--- src/rtl/apb4_bridge_pkg.sv ---
// Shared types and helpers for the APB4 to register-block bridge.
//   bridge_state_e : bridge FSM states
//   strb_to_biten  : expands byte strobes to per-bit enables (widest legal bus)
//   TIMEOUT_W      : width of the response timeout counter
package apb4_bridge_pkg;

    localparam int unsigned TIMEOUT_W  = 8;
    localparam int unsigned MAX_DATA_W = 64;
    localparam int unsigned MAX_STRB_W = MAX_DATA_W / 8;

    typedef enum logic [1:0] {
        StIdle,
        StReq,
        StWait,
        StResp
    } bridge_state_e;

    // Each strobe bit becomes eight identical enable bits. Callers zero-extend
    // narrower strobes and truncate the result to their data width.
    function automatic logic [MAX_DATA_W-1:0] strb_to_biten(input logic [MAX_STRB_W-1:0] strb);
        logic [MAX_DATA_W-1:0] biten;
        biten = '0;
        for (int i = 0; i < int'(MAX_STRB_W); i++) begin
            biten[i*8 +: 8] = {8{strb[i]}};
        end
        return biten;
    endfunction

endpackage

--- src/rtl/apb4_bridge_timeout.sv ---
// Response timeout counter for the APB4 bridge.
//   clk, rst_n : clock, asynchronous active-low reset
//   clr        : restart the count at zero (takes priority over en)
//   en         : count one cycle
//   expired    : count has reached N; always 0 when N = 0
module apb4_bridge_timeout
    import apb4_bridge_pkg::*;
#(
    parameter int unsigned N = 16
) (
    input  logic clk,
    input  logic rst_n,
    input  logic clr,
    input  logic en,
    output logic expired
);

    localparam logic [TIMEOUT_W-1:0] LIMIT = TIMEOUT_W'(N);

    logic [TIMEOUT_W-1:0] count_q;
    logic                 hit;

    assign hit = (count_q == LIMIT);

    // Saturates at the limit so expired stays high until the next clear.
    always_ff @(posedge clk or negedge rst_n) begin
        if (!rst_n) begin
            count_q <= '0;
        end else if (clr) begin
            count_q <= '0;
        end else if (en && !hit) begin
            count_q <= count_q + 1'b1;
        end
    end

    // A zero limit means "never time out".
    assign expired = hit && (LIMIT != '0);

endmodule

--- src/rtl/apb4_reg_bridge.sv ---
// APB4 completer that turns each APB transfer into one request on the
// register-block bus and returns the registered response.
//   APB side : psel, penable, pwrite, paddr, pwdata, pstrb, pprot (ignored)
//              -> pready, prdata, pslverr
//   Bus side : bus_req, bus_req_is_wr, bus_addr, bus_wr_data, bus_wr_biten
//              <- bus_req_stall_wr/rd, bus_rd_ack/err/data, bus_wr_ack/err
// All APB outputs are decoded from registers only; no bus input reaches them
// combinationally.
module apb4_reg_bridge
    import apb4_bridge_pkg::*;
#(
    parameter int unsigned ADDR_WIDTH     = 8,
    parameter int unsigned DATA_WIDTH     = 32,
    parameter int unsigned TIMEOUT_CYCLES = 16,
    parameter bit          ALIGN_CHECK    = 1'b1
) (
    input  logic                    clk,
    input  logic                    rst_n,
    // APB4
    input  logic                    psel,
    input  logic                    penable,
    input  logic                    pwrite,
    input  logic [ADDR_WIDTH-1:0]   paddr,
    input  logic [DATA_WIDTH-1:0]   pwdata,
    input  logic [DATA_WIDTH/8-1:0] pstrb,
    input  logic [2:0]              pprot,
    output logic                    pready,
    output logic [DATA_WIDTH-1:0]   prdata,
    output logic                    pslverr,
    // Register-block bus
    output logic                    bus_req,
    output logic                    bus_req_is_wr,
    output logic [ADDR_WIDTH-1:0]   bus_addr,
    output logic [DATA_WIDTH-1:0]   bus_wr_data,
    output logic [DATA_WIDTH-1:0]   bus_wr_biten,
    input  logic                    bus_req_stall_wr,
    input  logic                    bus_req_stall_rd,
    input  logic                    bus_rd_ack,
    input  logic                    bus_rd_err,
    input  logic [DATA_WIDTH-1:0]   bus_rd_data,
    input  logic                    bus_wr_ack,
    input  logic                    bus_wr_err
);

    localparam int unsigned STRB_W = DATA_WIDTH / 8;
    // Byte-offset bits within one data word.
    localparam logic [ADDR_WIDTH-1:0] LSB_MASK = ADDR_WIDTH'(STRB_W - 1);

    bridge_state_e state_q, state_d;

    logic                  wr_q, wr_d;
    logic [ADDR_WIDTH-1:0] addr_q, addr_d;
    logic [DATA_WIDTH-1:0] wdata_q, wdata_d;
    logic [STRB_W-1:0]     strb_q, strb_d;
    logic [DATA_WIDTH-1:0] rdata_q, rdata_d;
    logic                  err_q, err_d;

    logic                  setup;
    logic                  misaligned;
    logic                  dir_stall;
    logic                  dir_ack;
    logic [DATA_WIDTH-1:0] ack_rdata;
    logic                  ack_err;
    logic                  tmo_clr;
    logic                  tmo_en;
    logic                  tmo_expired;
    logic                  unused_pprot;

    assign unused_pprot = ^pprot;

    assign setup      = psel && !penable;
    assign misaligned = ALIGN_CHECK && ((paddr & LSB_MASK) != '0);

    // Only the stall/ack of the captured direction matters; the other is ignored.
    assign dir_stall = wr_q ? bus_req_stall_wr : bus_req_stall_rd;
    assign dir_ack   = wr_q ? bus_wr_ack : bus_rd_ack;
    assign ack_err   = wr_q ? bus_wr_err : bus_rd_err;
    // prdata is zero for writes and for errored reads.
    assign ack_rdata = (wr_q || bus_rd_err) ? '0 : bus_rd_data;

    apb4_bridge_timeout #(
        .N (TIMEOUT_CYCLES)
    ) u_timeout (
        .clk     (clk),
        .rst_n   (rst_n),
        .clr     (tmo_clr),
        .en      (tmo_en),
        .expired (tmo_expired)
    );

    always_comb begin
        state_d = state_q;
        wr_d    = wr_q;
        addr_d  = addr_q;
        wdata_d = wdata_q;
        strb_d  = strb_q;
        rdata_d = rdata_q;
        err_d   = err_q;
        tmo_clr = 1'b0;
        tmo_en  = 1'b0;

        unique case (state_q)
            StIdle: begin
                if (setup) begin
                    wr_d    = pwrite;
                    addr_d  = paddr;
                    wdata_d = pwdata;
                    strb_d  = pstrb;
                    rdata_d = '0;
                    if (misaligned) begin
                        err_d   = 1'b1;
                        state_d = StResp;
                    end else begin
                        err_d   = 1'b0;
                        tmo_clr = 1'b1;
                        state_d = StReq;
                    end
                end
            end

            StReq: begin
                tmo_en = 1'b1;
                // An ack in the expiry cycle beats the timeout.
                if (!dir_stall && dir_ack) begin
                    rdata_d = ack_rdata;
                    err_d   = ack_err;
                    state_d = StResp;
                end else if (tmo_expired) begin
                    rdata_d = '0;
                    err_d   = 1'b1;
                    state_d = StResp;
                end else if (!dir_stall) begin
                    state_d = StWait;
                end
            end

            StWait: begin
                tmo_en = 1'b1;
                if (dir_ack) begin
                    rdata_d = ack_rdata;
                    err_d   = ack_err;
                    state_d = StResp;
                end else if (tmo_expired) begin
                    rdata_d = '0;
                    err_d   = 1'b1;
                    state_d = StResp;
                end
            end

            StResp: begin
                state_d = StIdle;
            end

            default: begin
                state_d = StIdle;
            end
        endcase
    end

    always_ff @(posedge clk or negedge rst_n) begin
        if (!rst_n) begin
            state_q <= StIdle;
            wr_q    <= 1'b0;
            addr_q  <= '0;
            wdata_q <= '0;
            strb_q  <= '0;
            rdata_q <= '0;
            err_q   <= 1'b0;
        end else begin
            state_q <= state_d;
            wr_q    <= wr_d;
            addr_q  <= addr_d;
            wdata_q <= wdata_d;
            strb_q  <= strb_d;
            rdata_q <= rdata_d;
            err_q   <= err_d;
        end
    end

    assign pready  = (state_q == StResp);
    assign pslverr = pready && err_q;
    assign prdata  = pready ? rdata_q : '0;

    assign bus_req       = (state_q == StReq);
    assign bus_req_is_wr = wr_q;
    assign bus_addr      = addr_q;
    assign bus_wr_data   = wdata_q;
    assign bus_wr_biten  = DATA_WIDTH'(strb_to_biten(MAX_STRB_W'(strb_q)));

endmodule

--- config.mk ---
export PLATFORM = sky130hd
export DESIGN_NAME = apb4_reg_bridge
export DESIGN_NICKNAME = d
export VERILOG_FILES = /design/src/rtl/apb4_bridge_pkg.sv /design/src/rtl/apb4_bridge_timeout.sv /design/src/rtl/apb4_reg_bridge.sv
export SDC_FILE = /design/constraint.sdc
export NUM_CORES = 1
export LEC_CHECK = 0
export CAP_MARGIN = 15
export CORE_MARGIN = 2
export CORE_UTILIZATION = 35
export DETAILED_ROUTE_END_ITERATION = 8
export HOLD_SLACK_MARGIN = 0.1
export PLACE_DENSITY_LB_ADDON = 0.25
export RECOVER_POWER = 100
export SETUP_SLACK_MARGIN = 0.5
export SYNTH_ARGS = -nofsm -noshare
export SYNTH_HDL_FRONTEND = slang
export SYNTH_SLANG_ARGS = --single-unit
export TNS_END_PERCENT = 30
--- constraint.sdc ---
create_clock -name clk -period 2.3 [get_ports clk]
set_clock_uncertainty 0.05 [all_clocks]
set_input_delay 0.46 -clock clk [delete_from_list [all_inputs] [get_ports clk]]
set_output_delay 0.46 -clock clk [all_outputs]
set_load 0.01 [all_outputs]
-- Yosys cells after proc, flatten, opt, wreduce, memory -nomap -nowiden
Cells that the tools add are included.
- $add $sub $neg: 1
- equal/unequal tests: 7
- muxes and demuxes: 30
- reductions and logical operators: 16
- operators by type and width (operator ; count):
    2-to-1 mux 32 bit ; 6
    case mux 32 bit (3 select lines) ; 1
    2-to-1 mux 8 bit ; 2
    2-to-1 mux 2 bit ; 7
    2-to-1 mux 1 bit ; 12
    adder 8 x 1 -> 8 bit, second input constant ; 1
    == test 8 x 5 -> 1 bit, second input constant ; 1
    case mux 2 bit (4 select lines) ; 1
    nonzero test 8 bit ; 1
    == test 2 bit, second input constant ; 2
    logical AND 1 bit ; 4
    != test 4 x 2 -> 1 bit, second input constant ; 1
    AND reduction 2 bit ; 2
    logical NOT 1 bit ; 3
    != test 3 x 2 -> 1 bit, second input constant ; 1
    case mux 1 bit (3 select lines) ; 1
    AND reduction 3 bit ; 1
    nonzero test 3 bit ; 1
    == test 2 x 1 -> 1 bit, second input constant ; 1
    logical NOT 2 bit ; 1
    != test 2 bit, second input constant ; 1
    nonzero test 2 bit ; 1
    OR reduction 2 bit ; 1
    logical OR 1 bit ; 1
- register bits: 88
- input bits: 90
- logic and storage cells: 62

-- Logic depth before layout (Yosys ltp)
Gate-level depths: netlist (run 1).
- depth after elaboration: 6
- depth in mapped cells: 8
- gate-level depth less buffers: 6

-- Modules after synthesis
From an unflattened synthesis (run 1), not the netlist that was laid out.
- cells, all modules: 348
- area, all modules: 4259.1 um2
- by module, submodules not included (module ; instances ; cells an instance ; area each (um2) ; sequential area each (um2)):
    apb4_reg_bridge ; 1 ; 301 ; 3804.9 ; 2001.9
    apb4_bridge_timeout ; 1 ; 47 ; 454.2 ; 200.2

-- Least setup slack after synthesis (run 1)
OpenSTA, ideal clock, no wires.
- path type: flip-flop to flip-flop
- start: reg state_q[0]
- end: reg u_timeout.count_q[0]
- setup time: 0.147 ns
- data arrival time: 1.669 ns
- path slack: 0.434 ns
- stages on the path, launching flop included: 8
- path buffers: 2
- clock period less this slack: 1.866 ns
- cells stage by stage: dfrtp_1 inv_1 ha_1 buf_2 nand3b_1 buf_2 nor3_1 nor2_1
- word-level cells in the longest chain between the ends: 5
- ends and longest elaborated chain (item ; RTL line ; RTL):
    from (decl) ; apb4_reg_bridge.sv:49 ; bridge_state_e state_q, state_d;
    from (signal assigned) ; apb4_reg_bridge.sv:162 ; state_q <= StIdle;
    from (signal assigned) ; apb4_reg_bridge.sv:170 ; state_q <= state_d;
    == test 2 x 1 -> 1 bit or == test 2 bit (tied branches) ; apb4_reg_bridge.sv:102 ; unique case (state_q)
    OR reduction 2 bit (no source line) ; n/a ;
    2-to-1 mux 1 bit ; apb4_reg_bridge.sv:102 ;
    logical AND 1 bit ; apb4_bridge_timeout.sv:31 ; end else if (en && !hit) begin
    nonzero test 2 bit (no source line) ; n/a ;
    to (signal assigned) ; apb4_bridge_timeout.sv:32 ; count_q <= count_q + 1'b1;
    to (decl) ; apb4_bridge_timeout.sv:20 ; logic [TIMEOUT_W-1:0] count_q;
Several ways; a longest one is shown, not always the timed one.
A chain may end at the register's enable or synchronous reset.

-- Final worst setup path (run 1)
- start: reg state_q[0]
- end: out prdata[14]
- word-level cells in the longest chain between the ends: 2
- ends and longest elaborated chain (item ; RTL line ; RTL):
    == test 2 bit ; apb4_reg_bridge.sv:180 ; assign pready = (state_q == StResp);
    2-to-1 mux 32 bit ; apb4_reg_bridge.sv:182 ; assign prdata = pready ? rdata_q : '0;
    to (decl) ; apb4_reg_bridge.sv:28 ; output logic [DATA_WIDTH-1:0] prdata,
No other way between the ends.

==> results.md, run 1 <==
- The die height is ~130 um.
- The library cell with the largest summed area after synthesis is sky130_fd_sc_hd__dfrtp_1.
- Dividing the final minimum period by the clock period gives 0.922.
- The routed wirelength normalized by instance count is between 15 and 20 um.
- The congestion estimate from routability-driven global placement came to approximately 0.79.
- The sequential standard cell area is between 0.002 and 0.0025 mm2.
- Setup violations remaining at the end of the flow were counted as 0.
- The detail route stage leaves a number of antenna-violating nets equal to 0.
- The CTS clock-pin slew for the worst setup and hold paths is roughly 0.08 ns.
- The design draws roughly 12 mW.
- At the pin with the least slew margin, the transition time is approximately 1.1 ns.
- The library cell with the highest instance count after synthesis is sky130_fd_sc_hd__dfrtp_1.
- In this run the worst hold path is classified as reg -> reg.
- Summing all multi-input logic gate instances after layout gives about 0.0032 mm2.
- Counting along the longest clock path gives a buffer depth of 2.
- The number of nets handed over by synthesis was between 700 and 800.
- In this design, the stage delay of the slowest critical-path cell is 0.41 ns.
- The prevailing post-synth register cell is sky130_fd_sc_hd__dfrtp_1.
- The flow ran to the end, and the final reports show no timing, DRC or antenna violations.
- Dividing the detail-routed via count by the number of cells gives around 5.6.
- The critical path start-end classification is reg -> out.
- For the worst setup path, the data required time is ~1.8 ns.
- The minimum hold slack is 0.452 ns.
- In this run the clock root is driven by a sky130_fd_sc_hd__clkbuf_16.
- The final-report hold violation count is 0.
- The worst relative slew slack is 0.274.
- In this run, synthesis inferred 0 flip-flops with an integrated enable.
- TritonCTS created 9 clock buffers.
- The die covers ~0.017 mm2.
- The fraction of final layout cells with drive strength greater than 1 is 0.246.
- The cell total after placement is between 1,000 and 1,500.
- After detailed routing, the number of remaining DRC violations is 0.
- The diode insertion count for antenna repair is 0.
- The fraction of the yosys area taken by sequential cells is 0.383.
- The count of placed standard cells in the final layout, fillers left out is about 1,100.
- Counting every sink on the clock net gives 88.
- The signal on the critical path passes through ha_1, buf_8, and2_1, clkdlybuf4s15_2.
- Counting distinct cell types in the post-synthesis netlist gives 45.
- The first global-routing pass estimated a little over 30 mm of wire.
- The clock reaches the later pin of the worst-skew pair after about 0.36 ns.
- The first routing iteration left approximately 640 violations.
- The floorplan core area is approximately 0.016 mm2.
- In the post-synthesis netlist, the biggest area contributors are sky130_fd_sc_hd__dfrtp_1 38%, sky130_fd_sc_hd__mux2_2 9.0%, sky130_fd_sc_hd__o2111ai_1 4.9%.
- The fraction of registers with async set/reset is 1.00.
- Power spread over the standard cell area amounts to around 1300 mW/mm2.
- The total overflow reported by the global router is 0.
- The synthesized area divided by synthesized cell count is a little under 9 um2.
- The number of fill cells in the layout is 1,414.
- The number of max-cap violations is 0.
- The routed design has between 20 and 25 mm of wire.
- The total standard cell area after synthesis is roughly 0.0058 mm2.
- Setup repair after global routing could not meet its margin everywhere.
- The via count of the first global-routing pass came to about 6,000.
- Measured along the x axis, the die boundary spans 132 um.
- STA classifies the critical path endpoint as an output port.
- Entering global routing, the biggest net connects 65 pins.
- The share of synthesized area in the top cell type comes to 0.383.
- The slowest stage of the critical path belongs to the cell sky130_fd_sc_hd__dfrtp_1.
- Across all layers, the routed design uses about 6,000 vias.
- The global-route usage over all layers is 0.223.
- Summed over all nets, the half-perimeter wirelength after detailed placement is about 12 mm.
- The clock tree from TritonCTS is built.
- From synthesis to final layout, the design area changed by 55.8%.
- The critical path startpoint category is a register.
- The number of optimization iterations in the first detailed-route pass is 6.
- The leakage power is about 3.6 nW.
- The number of max-slew violations in the final report was 0.
- The number of antenna violations at the first check in global routing is 0.
- In this run the worst path has a maximum fanout of 16.
- In this run, synthesis produced a sequential element count of 88.
- The starting density of the core is 0.360.
- The arrival time at the worst endpoint is approximately 1.6 ns.
- The net count of the finished layout is 947.
- The H-tree generated during clock tree synthesis spans 3 levels.
- The routed design could run at a clock period as short as 2.12 ns.
- The number of placement rows is 46.
- By count the netlist is led by 88 x sky130_fd_sc_hd__dfrtp_1, 46 x sky130_fd_sc_hd__mux2_2, 43 x sky130_fd_sc_hd__nor2_1.
- The cell count after synthesis is roughly 650.
- The Yosys warning count is 0.
- The utilization after layout is 0.560.
- The number of top-level design ports is 198.
- VDD sags by at most between 0.0006 and 0.0007 V.
- The maximum clock frequency is roughly 470 MHz.
- The number of buffers added on ports is 194.
- In the final timing run, aggregate negative setup slack is 0 ns.
==> routing by layer <==
metal	vias up	share of wire	global-route usage
li1	2704	-	-
met1	2940	0.39	0.258
met2	320	0.49	0.381
met3	77	0.080	0.0592
met4	0	0.035	0.115
met5	-	0	0
==> metrics by stage <==
step                      setup slack (ns)  area, um2
final                                0.180       8970
after floorplan                      0.437       5760
after CTS                            0.283       8650
after global placement              0.0646       7860
after detailed placement            0.0552       7860
after global routing                 0.125       8970
==> logic make-up after synthesis <==
| family | count (synthesis) | share of synthesized area |
|---|---|---|
| AND/OR/NAND/NOR | 198 | 0.182 |
| flip-flops | 88 | 0.383 |
| XOR/XNOR | 7 | 0.0107 |
| adder cells (fa/ha/maj) | 6 | 0.0130 |
| multiplexers | 49 | 0.0961 |
| AO/OA/AOI/OAI | 181 | 0.205 |
| buffers and inverters | 124 | 0.111 |
==> worst max-delay path: cells and delay by family (launching register included) <==
kind,cells,cell delay (ns)
flip-flops,1,0.41
buffers and inverters,2,0.40
adder cells (fa/ha/maj),1,0.28
AND/OR/NAND/NOR,1,0.16
==> cells in the final DEF (no fill, tap or decap), drive strengths merged, types with 32 or more instances in the layout <==
cell | synthesis | layout
a211oi | 34 | 34
a21oi | 36 | 36
and2 | 34 | 34
buf | 52 | 75
clkdlybuf4s50 | 0 | 87
dfrtp | 88 | 88
dlygate4sd3 | 0 | 70
inv | 41 | 44
mux2 | 47 | 47
nand2 | 38 | 38
nand2b | 34 | 34
nand4 | 36 | 36
nor2 | 44 | 44
o2111ai | 32 | 32
o21ai | 66 | 66
==> registers in the layout, summed over array words and instances (netlist names) <==
| signal | cells |
|---|---|
| state_q | 2 |
| bus_wr_data | 32 |
| u_timeout.count_q | 8 |
| rdata_q | 32 |
| bus_req_is_wr | 1 |
| bus_addr | 8 |
| err_q | 1 |
| strb_q | 4 |
==> power by group <==
part	internal (mW)	switching (mW)	leakage, nW	total, mW
registers	2.16	0.491	1.11	2.65
clock network	0.865	0.726	0.149	1.59
logic	3.86	3.85	2.38	7.71
total	6.89	5.07	3.64	12.0
==> repair_timing <==
item,4_1_cts,5_1_grt
endpoints found under the setup margin,156,176
pin swaps,11,24
buffers inserted,17,18
hold buffers,1,0
resized for setup,172,71
gates cloned,10,2
hold endpoints to repair,37,0
==> cell type report <==
class                   count  area share
flip-flops and latches     88       0.246
well taps                 216      0.0301
repair buffers            270       0.312
clock buffers               9      0.0251
multi-input cells         441       0.358
clock inverters             7     0.00935
inverters                  41      0.0193
==> worst paths after layout <==
| check | start | endpoint | slack, ns | cells past startpoint |
|---|---|---|---|---|
| min in group asynchronous | rst_n | strb_q[1] | 0.79 | 2 |
| max in group asynchronous | rst_n | bus_wr_data[1] | 0.55 | 3 |
| max reg2reg | u_timeout.count_q[0] | state_q[0] | 0.20 | 8 |
| max | state_q[0] | prdata[14] | 0.18 | 4 |
| min reg2reg | bus_wr_data[16] | bus_wr_data[16] | 0.45 | 1 |
| min | bus_wr_data[16] | bus_wr_data[16] | 0.45 | 1 |
Power figures use the tool's default switching activity.
==> run 2, diff against run 1 <==
Settings changed: CTS_CLUSTER_DIAMETER set to 100.
==> results of run 2 <==
Same layout as run 1: the final DEF is identical, and so are final timing and power.
==> run 3, diff against run 2 <==
Settings changed: SYNTH_HIERARCHICAL set to 1, TNS_END_PERCENT 30 to 50.
==> run 3 against run 2 <==
Net effect:
- setup slack gained 0.016 ns
- combinational power shrank 39%
- sequential share of layout area grew 7.1 points
- routed wire length shrank 43%
- total power shrank 26%
- die area shrank 25%
- synthesized cell count shrank 47%
- sequential power shrank 2%
- sequential cell count is the same
- final area shrank 23%
- register-to-register slack gained 0.07 ns
- non-clock buffer count shrank 31
- critical path type unchanged
- critical endpoint is now prdata[30]
- largest power group unchanged
==> results.md, run 3 <==
- The overall via count from detail_route was 3,552 (-41%).
- The layout net count came to 648 (-32%).
- The net switching power is 3.17 mW (-38%).
- The global routing met2 resource utilization is 0.291 (-0.0898).
- The diode insertion count for antenna repair is 0 (unchanged).
- The number of placement rows is 40 (-13%).
- The leakage power is 3.06 nW (-16%).
- The global-route wire length before repair is 18.0 mm (-42%).
- The critical path is of the reg -> out type.
- sky130_fd_sc_hd__dfrtp_1 takes more of the synthesized area than any other cell.
- The utilization after layout came to 0.581 (+0.0204).
- The total die area is 0.0131 mm2 (-25%).
- The post-route antenna net violation count is 0 (unchanged).
- The cell count after synthesis is 348 (-47%).
- The arrival time at the worst endpoint is 1.59 ns (-0.02 ns).
- The total standard cell area after synthesis is 0.00426 mm2 (-26%).
- The number of top-level design ports is 198 (unchanged).
- The number of max-cap violations was 0 (unchanged).
- The maximum clock frequency is 475 MHz (+0.74%).
- The clock network power share came to 0.171 (+0.038).
- Setup repair after global routing could not meet its margin everywhere.
- The half-perimeter wire length after placement is 7.69 mm (-38%).
- The net count after synthesis came to 444 (-41%).
- The final clock period utilization by the worst path is 0.915 (-0.00680).
- The number of optimization iterations in the first detailed-route pass was 4 (-2).
- The total overflow reported by the global router is 0 (unchanged).
- The largest driver fanout on the critical path is 8 (-8).
- The fraction of final layout cells with drive strength greater than 1 is 0.278 (+0.0318).
- The die height is 114 um (-14%).
- The met3 track demand over resource in global routing is 0.0492 (-0.00998).
- From synthesis to final layout, the design area changed by 63.1%.
- The final-report hold violation count is 0 (unchanged).
- The power density over the cells is 1270 mW/mm2 (-4.5%).
- The Yosys warning count came to 6 (+6).
- The number of DRC markers in iteration 0 was 121 (-81%).
- The overall die width came to 114 um (-14%).
- The xor-xnor portion of the synthesized cell area is 0.00411 (-0.00654).
- In the post-synthesis netlist, the biggest area contributors are sky130_fd_sc_hd__dfrtp_1 52%, sky130_fd_sc_hd__mux2_2 12%, sky130_fd_sc_hd__a22o_1 5.8%.
- Among all flip-flop cells after synthesis, the most frequent one is sky130_fd_sc_hd__dfrtp_1.
- The worst setup path is captured at an output port.
- The global-route usage over all layers is 0.176 (-0.0476).
- By area, the combinational part of the netlist is dominated by multiplexers.
- The number of distinct standard cells referenced by the synthesized netlist is 57 (+27%).
- The clock buffer count from CTS was 9 (unchanged).
- The top-area cell type share of the netlist area came to 0.517 (+0.135).
- The clock tree from TritonCTS is built.
- The logic gate share of total power was 0.535 (-0.110).
- Among all cell types in the netlist, the one instantiated most often is sky130_fd_sc_hd__dfrtp_1.
- The switching share of power came to 0.358 (-0.0660).
- After synthesis, the most frequently instantiated cells are 88 x sky130_fd_sc_hd__dfrtp_1, 46 x sky130_fd_sc_hd__mux2_2, 33 x sky130_fd_sc_hd__and2_1.
- Leaving out fill and tap cells, the most frequent cells in the layout are 87 x sky130_fd_sc_hd__dfrtp_1, 82 x sky130_fd_sc_hd__clkdlybuf4s50_1, 61 x sky130_fd_sc_hd__dlygate4sd3_1.
- The share of total power in sequential cells came to 0.293 (+0.071).
- After global routing, the most crowded layer is met2.
- The setup violation total in the final timing report came to 0 (unchanged).
- The level count of the clock H-tree is 3 (unchanged).
- The count of state elements after synthesis was 88 (unchanged).
- The number of DRC violations after detailed routing is 0 (unchanged).
- The portion of netlist area occupied by mux cells is 0.135 (+0.0385).
- The area fraction in compound gates after synthesis is 0.134 (-0.0708).
- The worst-case clock buffer depth is 2 (unchanged).
- The met1 routing resource usage after global routing is 0.214 (-0.0435).
- The clock insertion delay at the later pin of the skew report is 0.33 ns (-0.03 ns).
- The minimum hold slack is 0.449 ns (-0.00367 ns).
- The run finished with clean final reports.
- The via count of the first global-routing pass is 3,584 (-41%).
- The average via count per standard cell is 5.05 (-10%).
- The adder and majority cell fraction of the synthesized area is 0.0176 (+0.00459).
- The number of max-slew violations in the final report was 0 (unchanged).
- The critical path startpoint category is a register.
- The floorplan core area is 0.0120 mm2 (-25%).
- The root buffer cell chosen for the clock tree is sky130_fd_sc_hd__clkbuf_16.
- The actual slew at the worst max-slew pin is 1.01 ns (-0.0733 ns).
- The total number of clock tree sinks came to 88 (unchanged).
- The fraction of the yosys area taken by sequential cells is 0.517 (+0.135).
- The number of buffers added on ports was 194 (unchanged).
- The leading cell type in the layout, fill and taps excluded is sky130_fd_sc_hd__dfrtp_1.
- The synthesized area divided by synthesized cell count came to 12.2 um2 (+39%).
- The final RePlAce weighted congestion is 0.785 (-1.0%).
- The CTS clock-pin slew for the worst setup and hold paths is 0.06 ns (-0.02 ns).
- The class of the worst hold path is reg -> reg.
- The largest net degree at the start of global routing is 50 (-23%).
- The area fraction in and, or, nand and nor cells after synthesis came to 0.108 (-0.0748).
- The number of enable flip-flop cells after synthesis came to 0 (unchanged).
- The required time reported for the critical path endpoint came to 1.79 ns (about the same).
- The time the final worst path needs with I/O delays and setup was 2.10 ns (-0.0157 ns).
- The worst-case vdd ir drop was 0.000544 V (-16%).
- The total wirelength of the detailed-routed design is 11.9 mm (-43%).
- The routed wirelength normalized by instance count is 16.9 um (-14%).
- The fraction of registers with async set/reset was 1.00 (unchanged).
- The worst relative slew slack was 0.323 (+0.0489).
- The starting density of the core was 0.356 (-0.00372).
- The design internal power was 5.68 mW (-18%).
- The number of antenna violations at the first check in global routing is 0 (unchanged).
==> run 3: cells by family (layout without fill, tap and decap cells) <==
family	Yosys count	after routing
buf+inv	58	266
mux	51	51
simple gates	73	73
compound gates	70	71
xor+xnor	2	2
fa+ha+maj	6	6
flops	88	88
==> run 3: repair_timing <==
action | CTS | global route
setup endpoints to repair | 105 | 157
cloned | 4 | 2
gates resized for setup | 176 | 59
hold endpoints to repair | 39 | 0
pin swaps | 11 | 6
setup buffers | 18 | 5
hold buffers | 1 | 0
==> run 3: layout make-up <==
cell class	count	area, um2
clock buffer	10	239
clock inverter	6	73.8
fill	1031	5010
inverter	11	46.3
multi-input combinational	203	1840
sequential	88	2200
tap	147	184
timing repair buffer	239	2360
==> run 3: power groups by stage <==
stage	Combinational [mW]	Sequential, mW	Clock (mW)
after floorplan	2.28	2.76	0
after global placement	4.00	2.63	0
after detailed placement	4.09	2.68	0
after CTS	4.95	2.63	1.57
after global routing	5.08	2.69	1.63
final	4.74	2.60	1.52
==> run 3: worst max-delay path, cell delays in order (launching register included) <==
cell and delay (ns):
sky130_fd_sc_hd__dfrtp_1 0.40, sky130_fd_sc_hd__ha_1 0.28, sky130_fd_sc_hd__buf_12 0.17, sky130_fd_sc_hd__buf_16 0.13, sky130_fd_sc_hd__and2_0 0.15, sky130_fd_sc_hd__buf_6 0.12
==> run 3: final timing paths <==
check	from	end	slack (ns)	cells after the start
worst max-delay path	state_q[0]	prdata[30]	0.20	5
worst min-delay path	bus_wr_data[0]	bus_wr_data[0]	0.45	1
worst max register to register	state_q[1]	bus_wr_data[12]	0.27	7
worst min register to register	bus_wr_data[0]	bus_wr_data[0]	0.45	1
max in group asynchronous	rst_n	bus_addr[0]	0.42	3
min in group asynchronous	rst_n	rdata_q[29]	0.78	2
==> run 3: metal layers <==
metal,wire length (um),share of wire,up-vias
met3,859,0.072,26
li1,-,-,1647
met1,4870,0.41,1731
met2,5870,0.49,148
met4,298,0.025,0
met5,0,0,-
==> run 3: per-stage QoR <==
step                      setup slack (ns)  area [um2]  power (mW)  std cells  setup TNS [ns]
after detailed placement            -0.460        6290        6.76        658          -12.94
final                                0.195        6950        8.85        704               0
after floorplan                      0.468        4320        5.04        348               0
after CTS                            0.299        6850        9.15        697               0
after global routing                 0.137        6950        9.41        704               0
after global placement              -0.373        6290        6.63        658          -10.73
